**src/rtl/mem_wb_elastic_reg.sv**
```systemverilog
// MEM/WB pipeline register with a two-entry skid buffer, flush, a registered
// writeback-forwarding port and a saturating back-pressure counter.
//
// state    | meaning
// ---------+-----------------------------------------------
// ST_EMPTY | no entry held, out_valid=0, in_ready=1
// ST_ONE   | main slot holds head entry, in_ready=1
// ST_FULL  | main + skid slots hold entries, in_ready=0
module mem_wb_elastic_reg #(
    parameter int DATA_WIDTH     = 32,
    parameter int REG_ADDR_BITS  = 5,
    parameter int STALL_CNT_BITS = 16
) (
    input  logic                      clock,
    input  logic                      reset,
    input  logic                      flush,
    input  logic                      in_valid,
    output logic                      in_ready,
    input  logic                      in_regWrite,
    input  logic                      in_memRead,
    input  logic [REG_ADDR_BITS-1:0]  in_rd,
    input  logic [DATA_WIDTH-1:0]     in_memory_data,
    input  logic [DATA_WIDTH-1:0]     in_ALU_result,
    output logic                      out_valid,
    input  logic                      out_ready,
    output logic                      wb_regWrite,
    output logic                      wb_memRead,
    output logic [REG_ADDR_BITS-1:0]  wb_rd,
    output logic [DATA_WIDTH-1:0]     wb_memory_data,
    output logic [DATA_WIDTH-1:0]     wb_ALU_result,
    output logic                      fwd_write,
    output logic [REG_ADDR_BITS-1:0]  fwd_write_reg,
    output logic [DATA_WIDTH-1:0]     fwd_write_data,
    output logic [STALL_CNT_BITS-1:0] stall_count
);

    typedef enum logic [1:0] {
        ST_EMPTY = 2'd0,
        ST_ONE   = 2'd1,
        ST_FULL  = 2'd2
    } state_t;

    typedef struct packed {
        logic                     reg_write;
        logic                     mem_read;
        logic [REG_ADDR_BITS-1:0] rd;
        logic [DATA_WIDTH-1:0]    mem_data;
        logic [DATA_WIDTH-1:0]    alu;
    } entry_t;

    state_t                    state_q, state_d;
    entry_t                    main_q, main_d;
    entry_t                    skid_q, skid_d;
    entry_t                    in_entry;
    logic                      in_ready_q, in_ready_d;
    logic                      fwd_write_q, fwd_write_d;
    logic [REG_ADDR_BITS-1:0]  fwd_reg_q, fwd_reg_d;
    logic [DATA_WIDTH-1:0]     fwd_data_q, fwd_data_d;
    logic [STALL_CNT_BITS-1:0] stall_q, stall_d;
    logic                      valid_now;
    logic                      in_fire;
    logic                      out_fire;
    logic                      commit;

    always_comb begin
        in_entry = '{reg_write: in_regWrite, mem_read: in_memRead, rd: in_rd,
                     mem_data: in_memory_data, alu: in_ALU_result};
        valid_now = (state_q != ST_EMPTY);
        in_fire   = in_valid && in_ready_q;
        out_fire  = valid_now && out_ready;

        state_d = state_q;
        main_d  = main_q;
        skid_d  = skid_q;
        case (state_q)
            ST_EMPTY: begin
                if (in_fire) begin
                    main_d  = in_entry;
                    state_d = ST_ONE;
                end
            end
            ST_ONE: begin
                if (in_fire && out_fire) begin
                    main_d = in_entry;
                end else if (in_fire) begin
                    skid_d  = in_entry;
                    state_d = ST_FULL;
                end else if (out_fire) begin
                    state_d = ST_EMPTY;
                end
            end
            ST_FULL: begin
                if (out_fire) begin
                    main_d  = skid_q;
                    state_d = ST_ONE;
                end
            end
            default: state_d = ST_EMPTY;
        endcase
        if (flush) begin
            state_d = ST_EMPTY;
        end
        in_ready_d = (state_d != ST_FULL);

        // A commit in the flush cycle still reaches the bypass network.
        commit      = out_fire && main_q.reg_write && (main_q.rd != '0);
        fwd_write_d = commit;
        fwd_reg_d   = commit ? main_q.rd : fwd_reg_q;
        fwd_data_d  = commit ? (main_q.mem_read ? main_q.mem_data : main_q.alu) : fwd_data_q;

        stall_d = stall_q;
        if (valid_now && !out_ready && (stall_q != '1)) begin
            stall_d = stall_q + STALL_CNT_BITS'(1);
        end
    end

    always_ff @(posedge clock) begin
        if (reset) begin
            state_q     <= ST_EMPTY;
            main_q      <= '0;
            skid_q      <= '0;
            in_ready_q  <= 1'b1;
            fwd_write_q <= 1'b0;
            fwd_reg_q   <= '0;
            fwd_data_q  <= '0;
            stall_q     <= '0;
        end else begin
            state_q     <= state_d;
            main_q      <= main_d;
            skid_q      <= skid_d;
            in_ready_q  <= in_ready_d;
            fwd_write_q <= fwd_write_d;
            fwd_reg_q   <= fwd_reg_d;
            fwd_data_q  <= fwd_data_d;
            stall_q     <= stall_d;
        end
    end

    assign in_ready       = in_ready_q;
    assign out_valid      = valid_now;
    assign wb_regWrite    = valid_now && main_q.reg_write;
    assign wb_memRead     = main_q.mem_read;
    assign wb_rd          = main_q.rd;
    assign wb_memory_data = main_q.mem_data;
    assign wb_ALU_result  = main_q.alu;
    assign fwd_write      = fwd_write_q;
    assign fwd_write_reg  = fwd_reg_q;
    assign fwd_write_data = fwd_data_q;
    assign stall_count    = stall_q;

endmodule

```
**config.mk**
```make
export PLATFORM = sky130hd
export DESIGN_NAME = mem_wb_elastic_reg
export DESIGN_NICKNAME = d
export VERILOG_FILES = /design/src/rtl/mem_wb_elastic_reg.sv
export SDC_FILE = /design/constraint.sdc
export NUM_CORES = 1
export LEC_CHECK = 0
export CORE_MARGIN = 2
export CORE_UTILIZATION = 30
export DETAILED_ROUTE_END_ITERATION = 10
export MAX_ROUTING_LAYER = met4
export PLACE_DENSITY = 0.58
export SLEW_MARGIN = 5
export SYNTH_ARGS = -nofsm -noshare
export SYNTH_HDL_FRONTEND = slang
export SYNTH_SLANG_ARGS = --single-unit
```
**constraint.sdc**
```tcl
create_clock -name clock -period 5 [get_ports clock]
set_clock_uncertainty 0.2 [all_clocks]
set_input_delay 1 -clock clock [delete_from_list [all_inputs] [get_ports clock]]
set_output_delay 1 -clock clock [all_outputs]
set_load 0.05 [all_outputs]
```
Word-level counts from Yosys, hierarchy flattened
Index checks and enable logic that the tools add are counted.

storage, ports and cells
  flip-flop bits (word level) = 199
  input bits = 76
  output and inout bits = 127

cells by class
  add/sub/neg operators = 1
  equality and inequality tests = 7
  multiplexer cells = 12
  bitwise logic cells = 1
  reduce and logical (&&, ||, !) cells = 15

operators by type and width
  cell                                                             number
  71-bit two-way mux                                               3
  71-bit one-hot mux with 3 select lines                           1
  32-bit two-way mux                                               1
  16-bit by 1-bit adder with 16-bit output, second input constant  1
  16-bit inequality test, second input constant                    1
  2-bit two-way mux                                                6
  1-bit logical AND                                                8
  2-bit inequality test, second input constant                     4
  2-bit one-hot mux with 3 select lines                            1
  5-bit nonzero test                                               1
  4-bit AND reduction                                              1
  3-bit AND reduction                                              1
  3-bit nonzero test                                               1
  2-bit by 1-bit == test with 1-bit output, second input constant  1
  2-bit == test, second input constant                             1
  2-bit zero test                                                  1
  2-bit nonzero test                                               1
  1-bit zero test                                                  1
  1-bit NOT                                                        1

Logic depth before layout (Yosys ltp)
Gate-level depths: netlist of the first run.

  word-level depth = 8
  mapped depth = 7

Worst setup path after synthesis of the first run
No wires, ideal clock.

  path type = register -> register
  start point = register stall_q[0], in the netlist stall_count[0]
  end point = register stall_q[1], in the netlist stall_count[1]
  library setup time = 0.116 ns
  arrival time = 2.063 ns
  required time = 4.684 ns
  slack = 2.621 ns
  cell stages (with the launch flop) = 8
  path buffers = 2
  period minus slack after synthesis = 2.379 ns
  cell sequence = dfxtp_1 -> ha_1 -> nand4_2 -> o41ai_4 -> buf_6 -> buf_12 -> mux2i_1 -> nor2_1

between the ends
  word-level cells in the longest chain between the ends = 2
  elaborated cells between the ends (all ways) = 3
  those cells by class = 1 x add/sub; 1 x eq/ne; 1 x reduce/logical

RTL lines
  element                                                                           RTL line  source
  start, declared                                                                   59        logic [STALL_CNT_BITS-1:0] stall_q, stall_d;
  start signal, assigned                                                            135       stall_q <= stall_d;
  branches (longest 2 deep; another with 16-bit by 1-bit adder with 16-bit output)  -

Parallel ways; which one is timed is not known.
A chain may end at the register's enable or synchronous reset.

Final worst setup path of the first run
  start point = register state_q[1]
  end point = output port wb_regWrite

between the ends
  word-level cells in the longest chain between the ends = 2

RTL lines
  element                 RTL line  source
  start, declared         51        state_t state_q, state_d;
  start signal, assigned  128       state_q <= state_d;
  2-bit nonzero test      68        valid_now = (state_q != ST_EMPTY);
  1-bit logical AND       141       assign wb_regWrite = valid_now && main_q.reg_write;
  end, declared           26        output logic wb_regWrite,

No other way between the ends.

==> results of run 1 <==
-- cell families (layout without fill, tap and decap cells) --
family,count (synthesis),count (layout),synth area share
flip-flops,199,199,0.450
adder cells (fa/ha/maj),1,1,0.00141
buffers and inverters,146,246,0.105
AND/OR/NAND/NOR,305,305,0.144
multiplexers,106,106,0.120
other,0,1,0
AO/OA/AOI/OAI,215,215,0.179
XOR/XNOR,1,1,0.000989
-- how the worst max path moves through the flow --
stage	from	to	slack (ns)	depth (start not counted)
after floorplan	stall_count[0]$_SDFFE_PP0P_	stall_count[1]$_SDFFE_PP0P_	2.62	7
after global placement	in_valid	skid_q[12]$_SDFFE_PP0P_	1.40	6
after detailed placement	in_valid	skid_q[0]$_SDFFE_PP0P_	1.38	6
after CTS	state_q[1]$_SDFF_PP0_	wb_regWrite	1.76	3
after global routing	in_valid	skid_q[0]$_SDFFE_PP0P_	1.68	6
final	state_q[1]$_SDFF_PP0_	wb_regWrite	1.77	3
-- metrics by stage --
stage	instance area [sq um]	hold slack, ns	utilization
2_1_floorplan	8850	0.233	-
3_3_place_gp	10600	0.240	0.366
3_5_place_dp	10600	0.246	0.366
4_1_cts	11100	0.256	0.386
5_1_grt	11100	0.273	0.386
6_report	11100	0.254	0.386
-- worst max-delay path: cells and delay by family (launching register included) --
| family | cells | cell delay (ns) |
|---|---|---|
| buf+inv | 1 | 0.79 |
| flops | 1 | 0.51 |
| simple gates | 2 | 0.31 |
-- cell usage in the layout, fill, tap and decap left out, types with 4 or more instances in the layout --
cell type,Yosys,final
sky130_fd_sc_hd__nand4_1,4,4
sky130_fd_sc_hd__a21oi_2,7,6
sky130_fd_sc_hd__inv_6,0,6
sky130_fd_sc_hd__clkdlybuf4s50_1,0,201
sky130_fd_sc_hd__buf_4,71,8
sky130_fd_sc_hd__nand2_1,153,153
sky130_fd_sc_hd__nand3_1,6,6
sky130_fd_sc_hd__clkbuf_16,0,17
sky130_fd_sc_hd__nor2_1,112,112
sky130_fd_sc_hd__a211oi_2,32,32
sky130_fd_sc_hd__clkinv_8,0,4
sky130_fd_sc_hd__mux2i_1,104,104
sky130_fd_sc_hd__o21ai_1,9,9
sky130_fd_sc_hd__dfxtp_1,199,198
sky130_fd_sc_hd__a21oi_1,81,81
sky130_fd_sc_hd__or3_1,10,9
sky130_fd_sc_hd__a211oi_1,71,71
-- where the power goes --
part	total, mW	internal (mW)	switching [mW]
Clock	1.38	0.673	0.709
Combinational	0.586	0.219	0.367
Sequential	1.70	1.65	0.0529
-- synthesized netlist by cell type, drive strengths merged --
cell and count:
o41ai 1, dfxtp 199, or2 1, nand3b 1
mux2 2, and2 1, o21a 3, nor3 1
xor2 1, o211a 1, nand2b 1, buf 106
ha 1, a21oi 88, nor2b 2, a211oi 103
nand2 153, clkbuf 37, nor2 112, o211ai 1
nor4 2, and4 2, a22oi 3, mux2i 104
and3 2, nand3 6, o31ai 1, inv 3
nand4 6, o21ba 1, o21ai 12, a211o 1
or3 12, or4 3
-- per-layer routing --
layer / wire length (microns) / share of wire / up-vias / global-route usage
met2: 10300 / 0.45 / 137 / 0.236
met3: 1160 / 0.051 / 13 / 0.0357
met5: 0 / 0 / - / -
met1: 11000 / 0.49 / 3146 / 0.200
li1: - / - / 3492 / -
met4: 208 / 0.0092 / 0 / 0.0379
-- cell type report --
class / instances / share of cell area
sequential: 199 / 0.358
clock buffer: 18 / 0.0385
clock inverter: 14 / 0.0140
tap: 384 / 0.0431
antenna: 1 / 0.000225
multi-input combinational: 628 / 0.357
inverter: 3 / 0.00101
timing repair buffer: 211 / 0.189
==> key figures, run 1 <==
Critical path
  – Arrival time worst endpoint: roughly 2.0 ns
  – Data required time at the worst endpoint: 3.80 ns
  – Crit Path Category: reg -> out
  – Capture point of the worst reg-to-reg path: stall_count[14]$_SDFFE_PP0P_
  – Slack of the worst reg-to-reg path: 2.37 ns
  – Nature of the critical path startpoint: flip-flop
  – Critical path endpoint category: output pin
  – Maximum cell stage delay along the critical path: 0.79 ns
  – Depth of the worst register-to-register path: 5
  – Launch point of the worst reg-to-reg path: stall_count[0]$_SDFFE_PP0P_
  – Ordered list of cells on the worst path: or2_2 > and2_1 > clkdlybuf4s50_1
  – Slowest cell on the critical path: sky130_fd_sc_hd__clkdlybuf4s50_1
  – Maximum fanout along the worst path: 7

Hold path
  – Launch instance of the worst min-delay path: skid_q[31]$_SDFFE_PP0P_
  – Cell depth of the worst hold path: 2
  – Class of the tightest hold or removal check: reg -> reg
  – Endpoint of the worst hold path: skid_q[31]$_SDFFE_PP0P_

STA
  – Fin worst setup slack: around 1.8 ns
  – Worst relative slew slack: 0.274
  – Fraction of the cycle the final worst path needs: 0.646
  – Fmax: 0.310 GHz
  – Final TNS setup: 0 ns
  – RSZ-0062 raised after global routing: false
  – Actual slew at the worst max-slew pin: 1.09 ns
  – Setup-violating endpoint count in the final report: 0
  – Fin. max-slew vios: 0
  – Post-route minimum period: between 3 and 4 ns
  – Final hold violations: 0

Final layout
  – Area used by multi-input combinational logic: 3970 sq um
  – Post-Layout Cell Count: 1458
  – Top register by number of flip-flops: skid_q
  – Ratio of cells with drive above 1 in the final layout: 0.0876
  – Number of nets at the end of the flow: approximately 1100
  – Flip-flop count of the largest register after layout: 71
  – Area taken by flip-flops and latches: 3990 sq um
  – Filler Cells Inserted: about 2900
  – Synthesis-to-layout area growth: 25.8%

Logic synthesis
  – Cell types with the largest area share after synthesis: sky130_fd_sc_hd__dfxtp_1 45%, sky130_fd_sc_hd__mux2i_1 12%, sky130_fd_sc_hd__nand2_1 6.5%
  – Post-Syn Instances: 973
  – Part of the Yosys area used for sequential elements: 0.450
  – Synth Cell Area: 8850 sq um
  – Average instance area after synthesis: a little over 9 sq um
  – Warnings from Yosys: 0
  – Cell taking the most area after synthesis: sky130_fd_sc_hd__dfxtp_1
  – Number of nets produced by synthesis: 1050
  – Share of the synthesized area in the top cell type: 0.450
  – Count of distinct cell types in the synthesized netlist: 46
  – Number of synthesized register bits: between 150 and 200

Clock tree
  – Total CTS buffers: 17
  – Clk buf depth: 2
  – Count of H-tree levels built during CTS: 4
  – Number of buffers added to fix hold violations after cts: 0
  – Clock latency at the later pin of the worst-skew pair: 0.43 ns
  – TritonCTS clock tree: built
  – Clk Tree Root Cell: sky130_fd_sc_hd__clkbuf_16
  – Number of sinks handled by clock tree synthesis: 199
  – Setup Fix Bufs, Post-CTS: 0
  – Post-cts gate resize count: 0
  – Clock transition time at the flip-flop clock pins of the worst setup and hold paths: 0.07 ns

Global route
  – Overflow left after global routing: 0
  – Pin count of the biggest net entering global routing: 143
  – Wire length of the first global-routing pass: 36500 microns
  – GRT Util Overall: 0.152
  – Number of antenna violations at the first check in global routing: 1
  – Via count of the first global-routing pass: 6618

Place
  – Number of placed instances with taps included: 1425
  – Pre-CTS worst setup slack: 1.38 ns
  – Post-detailed-placement half-perimeter wirelength: approximately 14000 microns
  – Final RePlAce weighted congestion: around 0.77
  – Number of buffers inserted by port buffering: just over 200

Status
  – Result of the run: finished clean

Route
  – Wirelength, routed: between 20000 and 25000 microns
  – Number of design rule violations left after detail routing: 0
  – Number of antenna-violating nets in the routed design: 0
  – Total number of vias: 6788
  – Detail-routed via count per cell: 4.66
  – Iteration count of the initial detailed-routing pass: 4
  – Wirelength per Cell: 15.6 microns
  – Detailed Route Iter0 Violations: 357

Floorplan
  – Floorplan row count: 62
  – Total Die Area: 30900 sq um
  – Die Span X: 176 microns
  – Boundary Pins: 203
  – Die Y: 176 microns
  – Floorplan Core Area: 28900 sq um
  – Starting density of the core: 0.307

Pwr
  – Worst IR Drop VDD: 0.000182 V
  – Overall power: between 3 and 4 mW
  – Reported leakage power: ~4.2 nW
  – P per Cell Area: 329 nW/um^2

Run
  – Number of max-cap violations: 0
Power figures use the tool's default switching activity.
==> run 2: changes to the inputs <==
--- a/config.mk
+++ b/config.mk
@@ -9,7 +9,7 @@
 export CORE_UTILIZATION = 30
 export DETAILED_ROUTE_END_ITERATION = 10
 export MAX_ROUTING_LAYER = met4
-export PLACE_DENSITY = 0.58
+export PLACE_DENSITY = 0.6
 export SLEW_MARGIN = 5
 export SYNTH_ARGS = -nofsm -noshare
 export SYNTH_HDL_FRONTEND = slang
==> constraint.sdc (replaced) <==
create_clock -name clock -period 2.95 [get_ports clock]
set_clock_uncertainty 0.2 [all_clocks]
set_input_delay 0.59 -clock clock [delete_from_list [all_inputs] [get_ports clock]]
set_output_delay 0.59 -clock clock [all_outputs]
set_load 0.05 [all_outputs]
==> key figures, run 2 (synthesis results as in run 1) <==
Status
  – Result of the run: finished clean

Place
  – Pre-CTS worst setup slack: 0.328 ns (-1.05 ns)
  – Final RePlAce weighted congestion: 0.768 (unchanged)
  – Placed Area: 10700 sq um (+1.3%)
  – Number of placed instances with taps included: 1431 (+0.42%)
  – Number of buffers inserted by port buffering: 202 (unchanged)
  – Post-detailed-placement half-perimeter wirelength: 14500 microns (+1.5%)

Route
  – Number of design rule violations left after detail routing: 0 (unchanged)
  – Wirelength, routed: 22600 microns (-0.46%)
  – Detailed Route Iter0 Violations: 332 (-7.0%)
  – Total number of vias: 6851 (+0.93%)
  – Iteration count of the initial detailed-routing pass: 6 (+2)
  – Wirelength per Cell: 15.4 microns (-0.80%)
  – Number of antenna-violating nets in the routed design: 0 (unchanged)
  – Detail-routed via count per cell: 4.68 (+0.58%)

Clock tree
  – Clk Tree Root Cell: sky130_fd_sc_hd__clkbuf_16
  – Number of sinks handled by clock tree synthesis: 199 (unchanged)
  – Count of H-tree levels built during CTS: 4 (unchanged)
  – Clk buf depth: 2 (unchanged)
  – Total CTS buffers: 17 (unchanged)
  – Post-cts gate resize count: 0 (unchanged)
  – Number of buffers added to fix hold violations after cts: 0 (unchanged)
  – TritonCTS clock tree: built
  – Clock latency at the later pin of the worst-skew pair: 0.44 ns (about the same)
  – Setup Fix Bufs, Post-CTS: 0 (unchanged)
  – Clock transition time at the flip-flop clock pins of the worst setup and hold paths: 0.08 ns (about the same)

Final layout
  – Number of nets at the end of the flow: 1143 (+0.53%)
  – Leading cell types in the layout, fill and taps excluded: 201 x sky130_fd_sc_hd__clkdlybuf4s50_1, 198 x sky130_fd_sc_hd__dfxtp_1, 153 x sky130_fd_sc_hd__nand2_1
  – Flip-flop count of the largest register after layout: 71 (unchanged)
  – Most common cell after layout, fill and taps aside: sky130_fd_sc_hd__clkdlybuf4s50_1
  – Post-Layout Cell Count: 1463 (+0.34%)
  – Synthesis-to-layout area growth: 27.3%
  – Filler Cells Inserted: 2892 (-0.65%)
  – Top register by number of flip-flops: skid_q
  – Layout Cell Area excl Fill: 11300 sq um (+1.2%)
  – Number of antenna repair diodes: 0 (-1)
  – Final Core Density: 0.391 (+0.00451)
  – Ratio of cells with drive above 1 in the final layout: 0.0936 (+0.00600)

Global route
  – Pin count of the biggest net entering global routing: 81 (-43%)
  – Overflow left after global routing: 0 (unchanged)
  – Via count of the first global-routing pass: 6520 (-1.5%)
  – GRT Util Overall: 0.150 (-0.00173)
  – Wire length of the first global-routing pass: 36000 microns (-1.5%)
  – Number of antenna violations at the first check in global routing: 0 (-1)

Critical path
  – Logic depth of the worst path, buffers included: 3 (unchanged)
  – Slowest cell on the critical path: sky130_fd_sc_hd__clkdlybuf4s50_1
  – Crit Path Category: reg -> out
  – Ordered list of cells on the worst path: or2_2 > and2_1 > clkdlybuf4s50_1
  – End point of the critical path: wb_regWrite
  – Count of buffering cells on the critical path with inverters included: 1 (unchanged)
  – Launch point of the critical path: state_q[1]$_SDFF_PP0_
  – Capture point of the worst reg-to-reg path: stall_count[14]$_SDFFE_PP0P_
  – Nature of the critical path startpoint: flip-flop
  – Critical path endpoint category: output pin
  – Top Family by Delay on Critical Path: buffers and inverters
  – Depth of the worst register-to-register path: 5 (unchanged)
  – Launch point of the worst reg-to-reg path: stall_count[0]$_SDFFE_PP0P_
  – Arrival time worst endpoint: 2.03 ns (about the same)
  – Maximum fanout along the worst path: 7 (unchanged)
  – Maximum cell stage delay along the critical path: 0.81 ns (+0.02 ns)
  – Slack of the worst reg-to-reg path: 0.36 ns (-2.01 ns)
  – Data required time at the worst endpoint: 2.16 ns (-1.64 ns)

Pwr
  – Reported leakage power: 4.24 nW (+1.4%)
  – Worst IR Drop VDD: 0.000308 V (+69%)
  – P per Cell Area: 555 nW/um^2 (+68%)
  – Overall power: 6.25 mW (+70%)

STA
  – Worst relative slew slack: 0.290 (+0.0168)
  – Fin. max-slew vios: 0 (unchanged)
  – Post-route minimum period: 2.82 ns
  – Fraction of the cycle the final worst path needs: 0.957
  – Fin worst setup slack: 0.128 ns (-1.64 ns)
  – Setup-violating endpoint count in the final report: 0 (unchanged)
  – Final TNS setup: 0 ns (unchanged)
  – Final Hold Slack: 0.254 ns (-0.000312 ns)
  – Fmax: roughly 0.35 GHz
  – Final hold violations: 0 (unchanged)
  – Actual slew at the worst max-slew pin: 1.06 ns (-0.0251 ns)
  – RSZ-0062 raised after global routing: false

Run
  – Number of max-cap violations: 0 (unchanged)

Floorplan
  – Die Y: 176 microns (unchanged)
  – Starting density of the core: 0.307 (unchanged)
  – Die Span X: 176 microns (unchanged)
  – Floorplan row count: 62 (unchanged)
  – Boundary Pins: 203 (unchanged)
  – Total Die Area: 30900 sq um (unchanged)
  – Floorplan Core Area: 28900 sq um (unchanged)

Hold path
  – Class of the tightest hold or removal check: reg -> reg
## run 2: how the worst min path moves through the flow
stage	slack [ns]	to	start	cells past startpoint
floorplan	0.23	skid_q[64]$_SDFFE_PP0P_	skid_q[64]$_SDFFE_PP0P_	2
global placement	0.24	skid_q[40]$_SDFFE_PP0P_	skid_q[40]$_SDFFE_PP0P_	2
detailed placement	0.25	skid_q[9]$_SDFFE_PP0P_	skid_q[9]$_SDFFE_PP0P_	2
CTS	0.26	skid_q[7]$_SDFFE_PP0P_	skid_q[7]$_SDFFE_PP0P_	2
global route	0.27	skid_q[3]$_SDFFE_PP0P_	skid_q[3]$_SDFFE_PP0P_	2
finish	0.25	skid_q[8]$_SDFFE_PP0P_	skid_q[8]$_SDFFE_PP0P_	2
## run 2: area by class of cell
cell class,count,area (sq um),share of cell area
timing repair buffer,217,2240,0.198
sequential,199,3990,0.354
tap,384,480,0.0426
clock inverter,15,156,0.0139
inverter,3,11.3,0.000999
clock buffer,17,425,0.0377
multi-input combinational,628,3980,0.353
## run 2: report_power, final
group | switching (mW) | internal [mW]
Combinational | 0.626 | 0.385
Sequential | 0.0894 | 2.79
Clock | 1.22 | 1.14
## run 2: worst reg2reg max path, delay by kind of cell (launching register included)
kind | cells | cell delay (ns)
compound gates | 1 | 0.98
simple gates | 2 | 0.28
flops | 1 | 0.42
fa+ha+maj | 1 | 0.26
mux | 1 | 0.35
## run 2: layer usage
metal | global-route usage | wire length (microns)
met2 | 0.228 | 10100
met4 | 0.0396 | 302
met1 | 0.203 | 11000
met5 | - | 0
met3 | 0.0331 | 1140
==> RTL change 1 (config.mk and constraints of run 2) <==
The 3 states of `state_t` get a one-hot encoding in 3 bits.
--- a/src/rtl/mem_wb_elastic_reg.sv
+++ b/src/rtl/mem_wb_elastic_reg.sv
@@ -34,10 +34,10 @@
     output logic [STALL_CNT_BITS-1:0] stall_count
 );
 
-    typedef enum logic [1:0] {
-        ST_EMPTY = 2'd0,
-        ST_ONE   = 2'd1,
-        ST_FULL  = 2'd2
+    typedef enum logic [2:0] {
+        ST_EMPTY = 3'b001,
+        ST_ONE   = 3'b010,
+        ST_FULL  = 3'b100
     } state_t;
 
     typedef struct packed {
Formal check against the unedited RTL: no difference found for any inputs over 4 cycles, from zero or initial values and one cycle with reset high; so few cycles prove little.
==> RTL change 1 against run 2 <==
Sequential cell count rose by 1; die area rose by 2.4%; final cell count rose by 2.6%; worst setup slack improved by 0.13 ns; area after synthesis rose by 2.5%; final area rose by 3.2%; critical endpoint unchanged; via count rose by 9.0%; routed wire length rose by 17%; critical path depth did not move; sequential power barely moved; power rose by 5.3%; worst hold slack got worse by 0.0012 ns.
==> RTL change 1: results (changes against run 2) <==
fraction of the mapped netlist area in compound gates=18.5% (was 17.9%); inverters=6 (was 3); Worst Path Arrival=1.91 ns (was 2.03 ns); reg2reg setup slack=0.53 ns (was 0.36 ns); Biggest Area Class=multi-input gates (was registers); hold wc startpoint=skid_q[42]$_SDFFE_PP0P_ (was skid_q[8]$_SDFFE_PP0P_); Layout area overhead=28.2% (was 27.3%); Post-Syn Nets=1084 (was 1050); RR Endpoint=fwd_write_data[19]$_SDFFE_PP0P_ (was stall_count[14]$_SDFFE_PP0P_); Reg area=4010 um2 (was 3990 um2); Cell Area, Placed=11000 um2 (was 10700 um2); WL/cell=17.6 um (was 15.4 um); register area share after synthesis=44.1% (was 45.0%); hold path endpoint=skid_q[42]$_SDFFE_PP0P_ (was skid_q[8]$_SDFFE_PP0P_); r2r worst-path depth=6 (was 5); xor/xnor cell area share of the yosys netlist=0.0965% (was 0.0989%); mux contribution to synthesized area=12.0% (about the same); Non-clock buffer share=19.9% (was 19.8%); Seq Cell Count=200 (was 199); # resized after CTS=2 (was 0); Ant. Diodes=4 (was 0); largest net degree at the start of global routing=97 (was 81); global-route usage over all layers=16.9% (was 15.0%); Fill cells=2942 (was 2892); count of cell types in the netlist=46 (unchanged); Post-Syn Area per Cell=9.01 um2 (was 9.10 um2); GPL Wtd Cong=0.768 (about the same); Synth Area in Adders=0.138% (was 0.141%); synth cell count leaders=dfxtp_1, nand2_1, a21oi_1 (was dfxtp_1, nand2_1, nor2_1); DR vias/cell=4.98 (was 4.68); largest cells by area after synthesis=dfxtp_1, mux2i_1, a21oi_1 (was dfxtp_1, mux2i_1, nand2_1); Plain + repair buffers=228 (was 217); Die ar.=31700 um2 (was 30900 um2); routed wl met2=12600 um (was 10100 um); critical path's largest stage delay=0.43 ns (was 0.81 ns); Min Hold Slack=0.253 ns (was 0.254 ns); dpl hpwl=17200 um (was 14500 um); cell family with most CP delay=simple AND/OR/NAND/NOR gates (was buffers and inverters); slowest CP cell=dlygate4sd2_1 (was clkdlybuf4s50_1); VDD IR-drop max=302 uV (was 308 uV); Multi-In Gates=642 (was 628); Reg2Reg Launch Point=state_q[1]$_SDFF_PP0_ (was stall_count[0]$_SDFFE_PP0P_); status=completed (unchanged); P_leak=3.67 nW (was 4.24 nW); share of post-route cells with drive strength above 1=9.58% (was 9.36%); vias in the first global route=6949 (was 6520); vias=7471 (was 6851); initial antenna violation count=4 (was 0); met3 routed WL=1170 um (was 1140 um); 1st-iter DRT viols=421 (was 332); drt pass-1 iters=5 (was 6); headroom to the max-slew limit=44.5% (was 29.0%); Worst Setup SP=state_q[0]$_SDFF_PP1_ (was state_q[1]$_SDFF_PP0_); Fmax=371 MHz (was 354 MHz); # nets final=1172 (was 1143); ClkCell Share=5.52% (was 5.16%)
## RTL change 1: cell count changes after synthesis, moves of 25 or more
cell      before  now
clkbuf_1      36   61
nor3_1         0   72
a21oi_1       81  118
nor2_1       112   13
## RTL change 1: cell families (layout without fill, tap and decap cells)
| logic type | Yosys count | count (layout) |
|---|---|---|
| and+or+nand+nor | 288 | 288 |
| AOI/OAI and AO/OA | 244 | 244 |
| DFF | 200 | 200 |
| buffers and inverters | 165 | 265 |
| muxes | 108 | 108 |
| adders and majority gates | 1 | 1 |
| xor gates and xnor gates | 1 | 1 |
| other | 0 | 4 |
## RTL change 1: metal layers
layer,GRT usage [%],up-vias
li1,-,3702
met1,21.7,3572
met2,26.8,178
met3,3.06,19
met4,5.26,0
met5,-,-
## RTL change 1: power by group
group | leakage (nW) | internal [mW] | switching, mW
Combinational | 1.73 | 0.413 | 0.683
Sequential | 1.63 | 2.80 | 0.0935
Clock | 0.314 | 1.51 | 1.08
Total | 3.67 | 4.72 | 1.86
==> RTL change 2 (settings of run 2) <==
Without the edit above. The parameter `STALL_CNT_BITS` goes from 16 to 32.
--- a/src/rtl/mem_wb_elastic_reg.sv
+++ b/src/rtl/mem_wb_elastic_reg.sv
@@ -9,7 +9,7 @@
 module mem_wb_elastic_reg #(
     parameter int DATA_WIDTH     = 32,
     parameter int REG_ADDR_BITS  = 5,
-    parameter int STALL_CNT_BITS = 16
+    parameter int STALL_CNT_BITS = 32
 ) (
     input  logic                      clock,
     input  logic                      reset,
Interface: changed (resized stall_count); port bits go from 203 to 219. The function was not compared with the original's and may differ.
==> RTL change 2 against run 2 <==
Final area is 12% higher; largest cell class is now multi-input gates; clock power rose by 36%; global-route usage up 0.26 points; routed wire length is 14% higher; sequential power grew 7.6%; area after synthesis up 8.0%; highest routed layer unchanged; power is 17% higher; critical endpoint unchanged; final cell count grew 11%; largest power group is now the clock network; worst setup slack improved by 0.14 ns; sequential cell count is 16 higher; non-clock buffer count rose by 24.
==> RTL change 2: results (changes against run 2) <==
r2r worst-path depth=7 (was 5); DR vias/cell=4.86 (was 4.68); initial antenna violation count=1 (was 0); CTS Buf Count=25 (was 17); global-route usage over all layers=15.3% (was 15.0%); drt pass-1 iters=4 (was 6); Inst Count DP=1583 (was 1431); RR Endpoint=stall_count[6]$_SDFFE_PP0P_ (was stall_count[14]$_SDFFE_PP0P_); IO Port Bufs=218 (was 202); share of post-route cells with drive strength above 1=7.18% (was 9.36%); status=completed (unchanged); vias in the first global route=7480 (was 6520); VDD IR-drop max=424 uV (was 308 uV); clock slew at reported path FFs=0.06 ns (was 0.08 ns); dpl hpwl=17300 um (was 14500 um); H-Tree Depth=1 (was 4); Worst Setup SP=state_q[1]$_SDFF_PP0_ (unchanged); count of cell types in the netlist=47 (was 46); headroom to the max-slew limit=29.7% (was 29.0%); WL/cell=15.9 um (was 15.4 um); synthesized instance count=1093 (was 973); GPL Wtd Cong=0.843 (was 0.768); Worst Path Arrival=1.89 ns (was 2.03 ns); Worst Hold Class=reg -> reg (unchanged); reg2reg setup slack=0.39 ns (was 0.36 ns); Clk Latency, worst-skew pair=0.53 ns (was 0.44 ns); largest cells by area after synthesis=dfxtp_1, mux2i_1, a211oi_1 (was dfxtp_1, mux2i_1, nand2_1); # nets final=1285 (was 1143); Core Util, Final=40.0% (was 39.1%); Post-Syn Nets=1170 (was 1050); worst-path fanout max=9 (was 7); first-pass GRT wire length=40500 um (was 36000 um); vias=7914 (was 6851)
==> RTL change 2: cell types whose count changed in the layout (fill, tap and decap cells not counted), sizes merged, moves of 9 or more <==
| cell | change |
|---|---|
| or4 | +9 |
| nand3 | +10 |
| dfxtp | +16 |
| o31ai | +10 |
| clkbuf | +19 |
| clkdlybuf4s50 | +14 |
| nand2 | +9 |
==> RTL change 2: worst max-delay path: stages (launching register included) <==
cell	delay, ns
dfxtp_1	0.59
o21a_1	0.21
dlygate4sd2_1	0.57
==> RTL change 2: cell type report <==
type / instances / area share (%)
clock inverters: 9 / 0.905
multi-input cells: 723 / 35.0
well taps: 402 / 4.00
clock buffers: 36 / 5.94
repair buffers: 241 / 19.8
diodes: 1 / 0.0199
inverters: 2 / 0.0597
flip-flops and latches: 215 / 34.2
==> RTL change 2: logic make-up after synthesis <==
logic type	after synthesis	share of synthesized area, %
and+or+nand+nor	375	17.7
AOI/OAI and AO/OA	233	15.6
DFF	215	45.0
buffers and inverters	155	9.32
muxes	113	12.2
xor gates and xnor gates	1	0.0916
adders and majority gates	1	0.131
==> RTL change 2: worst min-delay path by stage <==
stage,startpoint,endpoint,slack (ns),depth (start not counted)
after floorplan,skid_q[0]$_SDFFE_PP0P_,skid_q[0]$_SDFFE_PP0P_,0.24,2
after global placement,skid_q[63]$_SDFFE_PP0P_,skid_q[63]$_SDFFE_PP0P_,0.24,2
after detailed placement,skid_q[25]$_SDFFE_PP0P_,skid_q[25]$_SDFFE_PP0P_,0.25,2
after CTS,skid_q[25]$_SDFFE_PP0P_,skid_q[25]$_SDFFE_PP0P_,0.25,2
after global routing,skid_q[9]$_SDFFE_PP0P_,skid_q[9]$_SDFFE_PP0P_,0.27,2
final,skid_q[35]$_SDFFE_PP0P_,skid_q[35]$_SDFFE_PP0P_,0.25,2
==> RTL change 2: repair_timing <==
item	in CTS	in global routing
setup endpoints to repair	1	1
endpoints found under the hold margin	0	0
gates resized for setup	1	1
hold buffers	0	0
pin swaps	0	0
==> RTL change 2: where the power goes <==
group / switching, mW / internal (mW) / leakage, nW
combinational: 0.603 / 0.380 / 2.60
sequential: 0.0903 / 3.01 / 1.75
clock: 1.27 / 1.94 / 0.431
total: 1.96 / 5.33 / 4.78
==> RTL change 2: stage by stage <==
| step | setup slack, ns | hold slack (ns) | instance area (um2) |
|---|---|---|---|
| floorplan | 0.423 | 0.236 | 9560 |
| global placement | 0.291 | 0.241 | 11700 |
| detailed placement | 0.221 | 0.246 | 11700 |
| CTS | 0.0264 | 0.254 | 12600 |
| global route | 0.185 | 0.272 | 12600 |
| finish | 0.266 | 0.252 | 12600 |
==> RTL change 2: metal layers <==
layer  up-vias  track usage, %  wire [um]
met5         -               -          0
met4         0            4.32        550
met3        34            2.85       1280
met2       148            25.4      12300
met1      3729            19.0      11700
li1       4003               -          -
